### src/rtl/weight_stream_loader.sv
// Weight tile streamer: base/stride/count/repeat BRAM read sequencer feeding a
// credit-limited first-word-fall-through skid FIFO towards the PE array.
module weight_stream_loader #(
   parameter int ADDR_W     = 19,
   parameter int DATA_W     = 128,
   parameter int BUF_ADDR_W = 15,
   parameter int RD_LAT     = 2,
   parameter int FIFO_DEPTH = 4,
   parameter bit PRELOAD_EN = 1'b1
) (
   input  logic                  clk,
   input  logic                  rst,
   input  logic                  start,
   input  logic                  abort,
   input  logic [BUF_ADDR_W-1:0] cfg_base,
   input  logic [BUF_ADDR_W-1:0] cfg_stride,
   input  logic [16:0]           cfg_count,
   input  logic [7:0]            cfg_repeat,
   input  logic [ADDR_W-1:0]     cfg_ext_base,
   output logic                  busy,
   output logic                  done,
   output logic                  preload_req,
   output logic [ADDR_W-1:0]     preload_base,
   output logic [16:0]           preload_count,
   input  logic                  preload_done,
   output logic                  bmg_en,
   output logic [BUF_ADDR_W-1:0] bmg_addr,
   input  logic [DATA_W-1:0]     bmg_data,
   output logic                  out_valid,
   output logic [DATA_W-1:0]     out_data,
   output logic                  out_last,
   input  logic                  out_ready
);

   localparam int PTR_W = $clog2(FIFO_DEPTH);
   localparam int OCC_W = PTR_W + 1;

   typedef enum logic [1:0] {S_IDLE, S_PRELOAD, S_READ, S_DRAIN} state_t;

   state_t                state_q, state_d;
   logic                  start_q;
   logic [BUF_ADDR_W-1:0] base_q, stride_q, addr_q, addr_d;
   logic [16:0]           count_q, word_q, word_d;
   logic [7:0]            repeat_q, pass_q, pass_d;
   logic [ADDR_W-1:0]     ext_base_q;
   logic                  busy_q, busy_d, done_q, done_d;
   logic [RD_LAT-1:0]     pipe_vld_q, pipe_last_q;
   logic [DATA_W-1:0]     fifo_mem [FIFO_DEPTH];
   logic [FIFO_DEPTH-1:0] fifo_last_q;
   logic [PTR_W-1:0]      wr_ptr_q, rd_ptr_q;
   logic [OCC_W-1:0]      fifo_cnt_q, inflight;
   logic                  start_rise, load, flush, issue, issue_last, credit, push, pop;

   assign start_rise = start & ~start_q;
   assign load       = start_rise && (state_q == S_IDLE);
   assign flush      = abort && (state_q != S_IDLE);
   assign issue_last = (word_q == count_q - 17'd1);
   assign push       = pipe_vld_q[RD_LAT-1];
   assign pop        = out_valid & out_ready;

   always_comb begin
      inflight = '0;
      for (int i = 0; i < RD_LAT; i++) inflight = inflight + OCC_W'(pipe_vld_q[i]);
   end

   // Every word already requested owns a FIFO slot, so landing data can never overflow.
   assign credit = ({1'b0, inflight} + {1'b0, fifo_cnt_q}) < (OCC_W + 1)'(FIFO_DEPTH);

   always_comb begin
      // NOTE: every output of this block gets a default first, so no path can infer a latch.
      state_d     = state_q;
      busy_d      = busy_q;
      done_d      = 1'b0;
      addr_d      = addr_q;
      word_d      = word_q;
      pass_d      = pass_q;
      issue       = 1'b0;
      preload_req = 1'b0;
      case (state_q)
         S_IDLE: begin
            if (start_rise) begin
               busy_d = 1'b1;
               addr_d = cfg_base;
               word_d = '0;
               pass_d = '0;
               if (cfg_count == 17'd0) state_d = S_DRAIN;
               else if (PRELOAD_EN)    state_d = S_PRELOAD;
               else                    state_d = S_READ;
            end
         end
         S_PRELOAD: begin
            preload_req = 1'b1;
            if (preload_done) state_d = S_READ;
         end
         S_READ: begin
            if (credit) begin
               issue = 1'b1;
               if (issue_last) begin
                  word_d = '0;
                  addr_d = base_q;
                  pass_d = pass_q + 8'd1;
                  if (pass_q == repeat_q - 8'd1) state_d = S_DRAIN;
               end else begin
                  word_d = word_q + 17'd1;
                  addr_d = addr_q + stride_q;
               end
            end
         end
         S_DRAIN: begin
            if (inflight == '0 && fifo_cnt_q == '0) begin
               done_d  = 1'b1;
               busy_d  = 1'b0;
               state_d = S_IDLE;
            end
         end
         default: state_d = S_IDLE;
      endcase
      if (flush) begin
         state_d     = S_IDLE;
         busy_d      = 1'b0;
         done_d      = 1'b0;
         issue       = 1'b0;
         preload_req = 1'b0;
      end
   end

   always_ff @(posedge clk or posedge rst) begin
      // NOTE: state registers use non-blocking assignment so every flop samples pre-edge values.
      if (rst) begin
         state_q    <= S_IDLE;
         start_q    <= 1'b0;
         busy_q     <= 1'b0;
         done_q     <= 1'b0;
         addr_q     <= '0;
         word_q     <= '0;
         pass_q     <= '0;
         base_q     <= '0;
         stride_q   <= '0;
         count_q    <= '0;
         repeat_q   <= '0;
         ext_base_q <= '0;
      end else begin
         state_q <= state_d;
         start_q <= start;
         busy_q  <= busy_d;
         done_q  <= done_d;
         addr_q  <= addr_d;
         word_q  <= word_d;
         pass_q  <= pass_d;
         if (load) begin
            base_q     <= cfg_base;
            stride_q   <= cfg_stride;
            count_q    <= cfg_count;
            repeat_q   <= (cfg_repeat == 8'd0) ? 8'd1 : cfg_repeat;
            ext_base_q <= cfg_ext_base;
         end
      end
   end

   // Tag pipe mirrors the BRAM latency; clearing it on abort discards in-flight returns.
   always_ff @(posedge clk or posedge rst) begin
      if (rst) begin
         pipe_vld_q  <= '0;
         pipe_last_q <= '0;
         fifo_last_q <= '0;
         wr_ptr_q    <= '0;
         rd_ptr_q    <= '0;
         fifo_cnt_q  <= '0;
      end else if (flush) begin
         pipe_vld_q <= '0;
         wr_ptr_q   <= '0;
         rd_ptr_q   <= '0;
         fifo_cnt_q <= '0;
      end else begin
         pipe_vld_q[0]  <= issue;
         pipe_last_q[0] <= issue_last;
         for (int i = 1; i < RD_LAT; i++) begin
            pipe_vld_q[i]  <= pipe_vld_q[i-1];
            pipe_last_q[i] <= pipe_last_q[i-1];
         end
         if (push) begin
            fifo_last_q[wr_ptr_q] <= pipe_last_q[RD_LAT-1];
            wr_ptr_q              <= wr_ptr_q + PTR_W'(1);
         end
         if (pop) rd_ptr_q <= rd_ptr_q + PTR_W'(1);
         case ({push, pop})
            2'b10:   fifo_cnt_q <= fifo_cnt_q + OCC_W'(1);
            2'b01:   fifo_cnt_q <= fifo_cnt_q - OCC_W'(1);
            default: fifo_cnt_q <= fifo_cnt_q;
         endcase
      end
   end

   // NOTE: the data array is deliberately not reset; occupancy is tracked by fifo_cnt_q.
   always_ff @(posedge clk) begin
      if (push && !flush) fifo_mem[wr_ptr_q] <= bmg_data;
   end

   assign busy          = busy_q;
   assign done          = done_q;
   assign preload_base  = ext_base_q;
   assign preload_count = count_q;
   assign bmg_en        = issue;
   assign bmg_addr      = addr_q;
   assign out_valid     = (fifo_cnt_q != '0);
   assign out_data      = out_valid ? fifo_mem[rd_ptr_q] : '0;
   assign out_last      = out_valid & fifo_last_q[rd_ptr_q];

endmodule

### config.mk
export PLATFORM = sky130hd
export DESIGN_NAME = weight_stream_loader
export DESIGN_NICKNAME = d
export VERILOG_FILES = /design/src/rtl/weight_stream_loader.sv
export SDC_FILE = /design/constraint.sdc
export NUM_CORES = 1
export LEC_CHECK = 0
export BUFFER_PORTS_ARGS = -buffer_cell sky130_fd_sc_hd__buf_4
export CAP_MARGIN = 20
export CORE_ASPECT_RATIO = 1.1
export CORE_MARGIN = 1.5
export CORE_UTILIZATION = 40
export CTS_CLUSTER_SIZE = 12
export DETAILED_ROUTE_END_ITERATION = 16
export PLACE_DENSITY = 0.63
export RECOVER_POWER = 25
export SETUP_SLACK_MARGIN = 0.3
export SYNTH_ARGS = -nofsm -noshare
export SYNTH_HDL_FRONTEND = slang
export SYNTH_SLANG_ARGS = --single-unit
### constraint.sdc
create_clock -name clk -period 5 [get_ports clk]
set_input_delay 0.25 -clock clk [delete_from_list [all_inputs] [get_ports clk]]
set_output_delay 0.25 -clock clk [all_outputs]
set_load 0.01 [all_outputs]
==> parameters.txt <==
Parameter                              Value

Yosys
  Average size of a mapped cell    17.5 sq um
  Synth cell count leaders    512 x sky130_fd_sc_hd__edfxtp_1, 134 x sky130_fd_sc_hd__dfrtp_1, 133 x sky130_fd_sc_hd__and2_1
  Number of instances in the synthesized netlist    1527
  Number of different library cells in the post-synthesis netlist    67
  Top cells by area in the synthesized netlist    sky130_fd_sc_hd__edfxtp_1 57%, sky130_fd_sc_hd__dfrtp_1 13%, sky130_fd_sc_hd__mux4_2 11%
  Seq/Total Area, Yosys    0.700
  Most used flip-flop cell after synthesis    sky130_fd_sc_hd__edfxtp_1
  Dominant cell by count in the synthesized netlist    sky130_fd_sc_hd__edfxtp_1
  Cell Area, Synth    0.0268 sq mm
  Post-synth EDFFs    512
  Number of warnings issued by yosys    0
  Share of the synthesized area in the top cell type    0.574
  Number of nets in the synthesized netlist    1766
  Most area-hungry cell type in the Yosys netlist    sky130_fd_sc_hd__edfxtp_1
  Ys async rst share    0.207
  Number of synthesized register bits    646

Route
  Remaining number of nets flagged by the antenna check after routing    0
  Avg Vias per Cell    5.25
  First-pass detailed-route iteration total    5
  First-iteration detailed-routing DRC count    1062
  Via count    16000
  Avg WL per Cell    21.0 um
  Wire length reported by the detailed router    64.3 mm
  Total DRC errors in the routed layout    0

Cells and area
  Cell Count, Final, Fillers Out    3054
  Area growth from synthesis to layout    29.3%
  Proportion of layout cells with a drive suffix above 1    0.295
  Final layout net count    2380
  Final Cell Area    0.0346 sq mm

STA
  Endpoints failing setup    0
  Worst-case hold slack    0.0471 ns
  Aggregate negative setup slack    0 ns
  Maximum clock rate    243 MHz
  Worst relative slew slack    0.286
  Time the worst path needs with I/O delays and setup    4.11 ns
  Final max-slew violation count    0
  Final period utilization    0.822
  Unrepaired setup endpoints after global routing    no
  Final hold viol count    0
  Layout Skew    0.0167 ns
  Setup WS post-layout    0.889 ns
  Tightest Pin Transition    1.07 ns

Clock tree
  Clock-pin slew on the worst setup and hold paths    0.06 ns
  Clock Path Buffers    3
  Number of buffers created by CTS    71
  TritonCTS clock tree    yes
  Worst-skew pair later-pin latency    0.60 ns
  Library cell used as clock root buffer    sky130_fd_sc_hd__clkbuf_16
  H-tree depth    3
  Sinks on the clock net    646
  Post-CTS Repair Setup Buffers    0

Die
  Floorplan die width    250 um
  Die area    0.0685 sq mm
  Vert. Die Dim    274 um
  Starting Density    0.404
  Count of pins on the block boundary    393
  Cell row count    99
  CORE AREA    0.0663 sq mm

Global route
  Via count of the first global-routing pass    16800
  Number of antenna violations at the first check in global routing    12
  Global-route wire length before repair    98.2 mm
  Pin count of the biggest net entering global routing    110
  Global-route congestion overflow total    0
  Tot GR Track Use    0.187

Worst setup path
  Startpoint type of the worst setup path    flop
  Kind of end point of the critical path    flop
  Critical-path maximum fanout    16
  Worst setup path class    flop to flop
  Arrival time at the worst endpoint    4.62 ns
  Required time at the worst-slack endpoint    5.51 ns

Power
  Leakage power summed over all cells    0.0125 uW
  Maximum vdd drop    394 uV
  Clock group share of total power    0.268
  Switch share    0.315
  Switching power    5660 uW
  P_int    12300 uW
  Part of the power in registers    0.383
  Combinational share of power    0.349
  Power per unit of standard cell area    518 mW/mm^2

Placement
  Final GP Congestion    0.826
  Number of placed cells counting well taps    2721
  DP HPWL    39.3 mm
  Port bufs    392
  Setup Slack @ Placement    0.889 ns
  Cell area reported after detailed placement    0.0308 sq mm

Min path
  Min-Delay Path Class    primary input to flop

Outcome
  Outcome    finished clean

Flow run
  Maximum Capacitance Violations    0
metrics by stage:
step           power [uW]   util
2_1_floorplan       10500      -
3_3_place_gp        13100  0.464
3_5_place_dp        13200  0.464
4_1_cts             18200  0.527
5_1_grt             18900  0.522
6_report            17900  0.522
power groups by stage:
stage | clock network (uW) | registers, uW | logic, uW
after detailed placement | 0 | 6990 | 6190
after global routing | 5150 | 6960 | 6770
after CTS | 4950 | 6880 | 6360
final | 4810 | 6870 | 6250
after global placement | 0 | 6960 | 6180
after floorplan | 0 | 6820 | 3710
kinds of logic after synthesis:
group,synth area share
flip-flops,0.700
AND/OR/NAND/NOR,0.0707
multiplexers,0.143
AO/OA/AOI/OAI,0.0384
buffers and inverters,0.0170
XOR/XNOR,0.0162
adder cells (fa/ha/maj),0.0150
state kept, by name (all words and copies together) (netlist names), 8 cells and up:
name,count
fifo_mem,512
preload_base,19
preload_count,17
word_q,17
base_q,15
bmg_addr,15
stride_q,15
pass_q,8
repeat_q,8
cell type report:
| type | instances | area (sq um) |
|---|---|---|
| fill | 5480 | 31700 |
| sequential | 646 | 18700 |
| multi-input combinational | 762 | 7620 |
| timing repair buffer | 618 | 4880 |
| clock buffer | 92 | 1890 |
| tap | 858 | 1070 |
| clock inverter | 30 | 239 |
| inverter | 42 | 164 |
| antenna | 6 | 15.0 |
path summary, 6_finish.rpt:
path                                  startpoint          end  slack [ns]  cells after the start
worst max-delay path            preload_count[0]  bmg_addr[5]        0.89                     10
worst min-delay path                   out_ready  rd_ptr_q[1]        0.05                      4
worst max register to register  preload_count[0]  bmg_addr[5]        0.89                     10
worst min register to register        word_q[16]   word_q[16]        0.51                      1
max in group asynchronous                    rst  stride_q[7]        3.43                      4
min in group asynchronous                    rst    word_q[3]        0.36                      3
cell usage in the layout, fill, tap and decap left out, types with 10 or more instances in the layout:
cell type                       count
sky130_fd_sc_hd__a22oi_1           10
sky130_fd_sc_hd__mux4_2           129
sky130_fd_sc_hd__ha_1              29
sky130_fd_sc_hd__a31oi_1           27
sky130_fd_sc_hd__nand3_1           30
sky130_fd_sc_hd__nand2_1           30
sky130_fd_sc_hd__dfrtp_1          132
sky130_fd_sc_hd__or3_1             14
sky130_fd_sc_hd__clkinv_1          11
sky130_fd_sc_hd__nor2_1            28
sky130_fd_sc_hd__mux2_2            77
sky130_fd_sc_hd__nor4_1            11
sky130_fd_sc_hd__and3_1            10
sky130_fd_sc_hd__inv_1             40
sky130_fd_sc_hd__clkbuf_1         112
sky130_fd_sc_hd__xor2_1            21
sky130_fd_sc_hd__and2_1           133
sky130_fd_sc_hd__o21ai_0           19
sky130_fd_sc_hd__xnor2_1           26
sky130_fd_sc_hd__nor3_1            15
sky130_fd_sc_hd__o211ai_1          13
sky130_fd_sc_hd__clkbuf_16         71
sky130_fd_sc_hd__edfxtp_1         512
sky130_fd_sc_hd__dlygate4sd3_1    204
sky130_fd_sc_hd__buf_4            312
sky130_fd_sc_hd__a21oi_1           19
routing by layer:
metal,global-route usage,vias to the layer above,share of wire,routed length [um]
met5,0,-,0.0012,74
met4,0.0531,12,0.018,1150
met3,0.0530,94,0.069,4440
met2,0.316,422,0.50,32100
met1,0.234,8262,0.41,26500
li1,-,7243,-,-
repair_timing:
item	in CTS	in global routing
endpoints found under the hold margin	683	0
hold buffers	204	0
resized for setup	0	0
critical path, cell delays in order, from the launching register on:
cell                       delay, ns
sky130_fd_sc_hd__dfrtp_1        0.44
sky130_fd_sc_hd__inv_1          0.08
sky130_fd_sc_hd__ha_1           0.23
sky130_fd_sc_hd__or4b_1         0.63
sky130_fd_sc_hd__nor4_1         0.46
sky130_fd_sc_hd__xnor2_1        0.13
sky130_fd_sc_hd__a211o_1        0.32
sky130_fd_sc_hd__a21oi_1        0.21
sky130_fd_sc_hd__nand3_1        0.60
sky130_fd_sc_hd__nand2b_1       0.63
sky130_fd_sc_hd__o211ai_1       0.29
(Power assumes the default switching activity.)
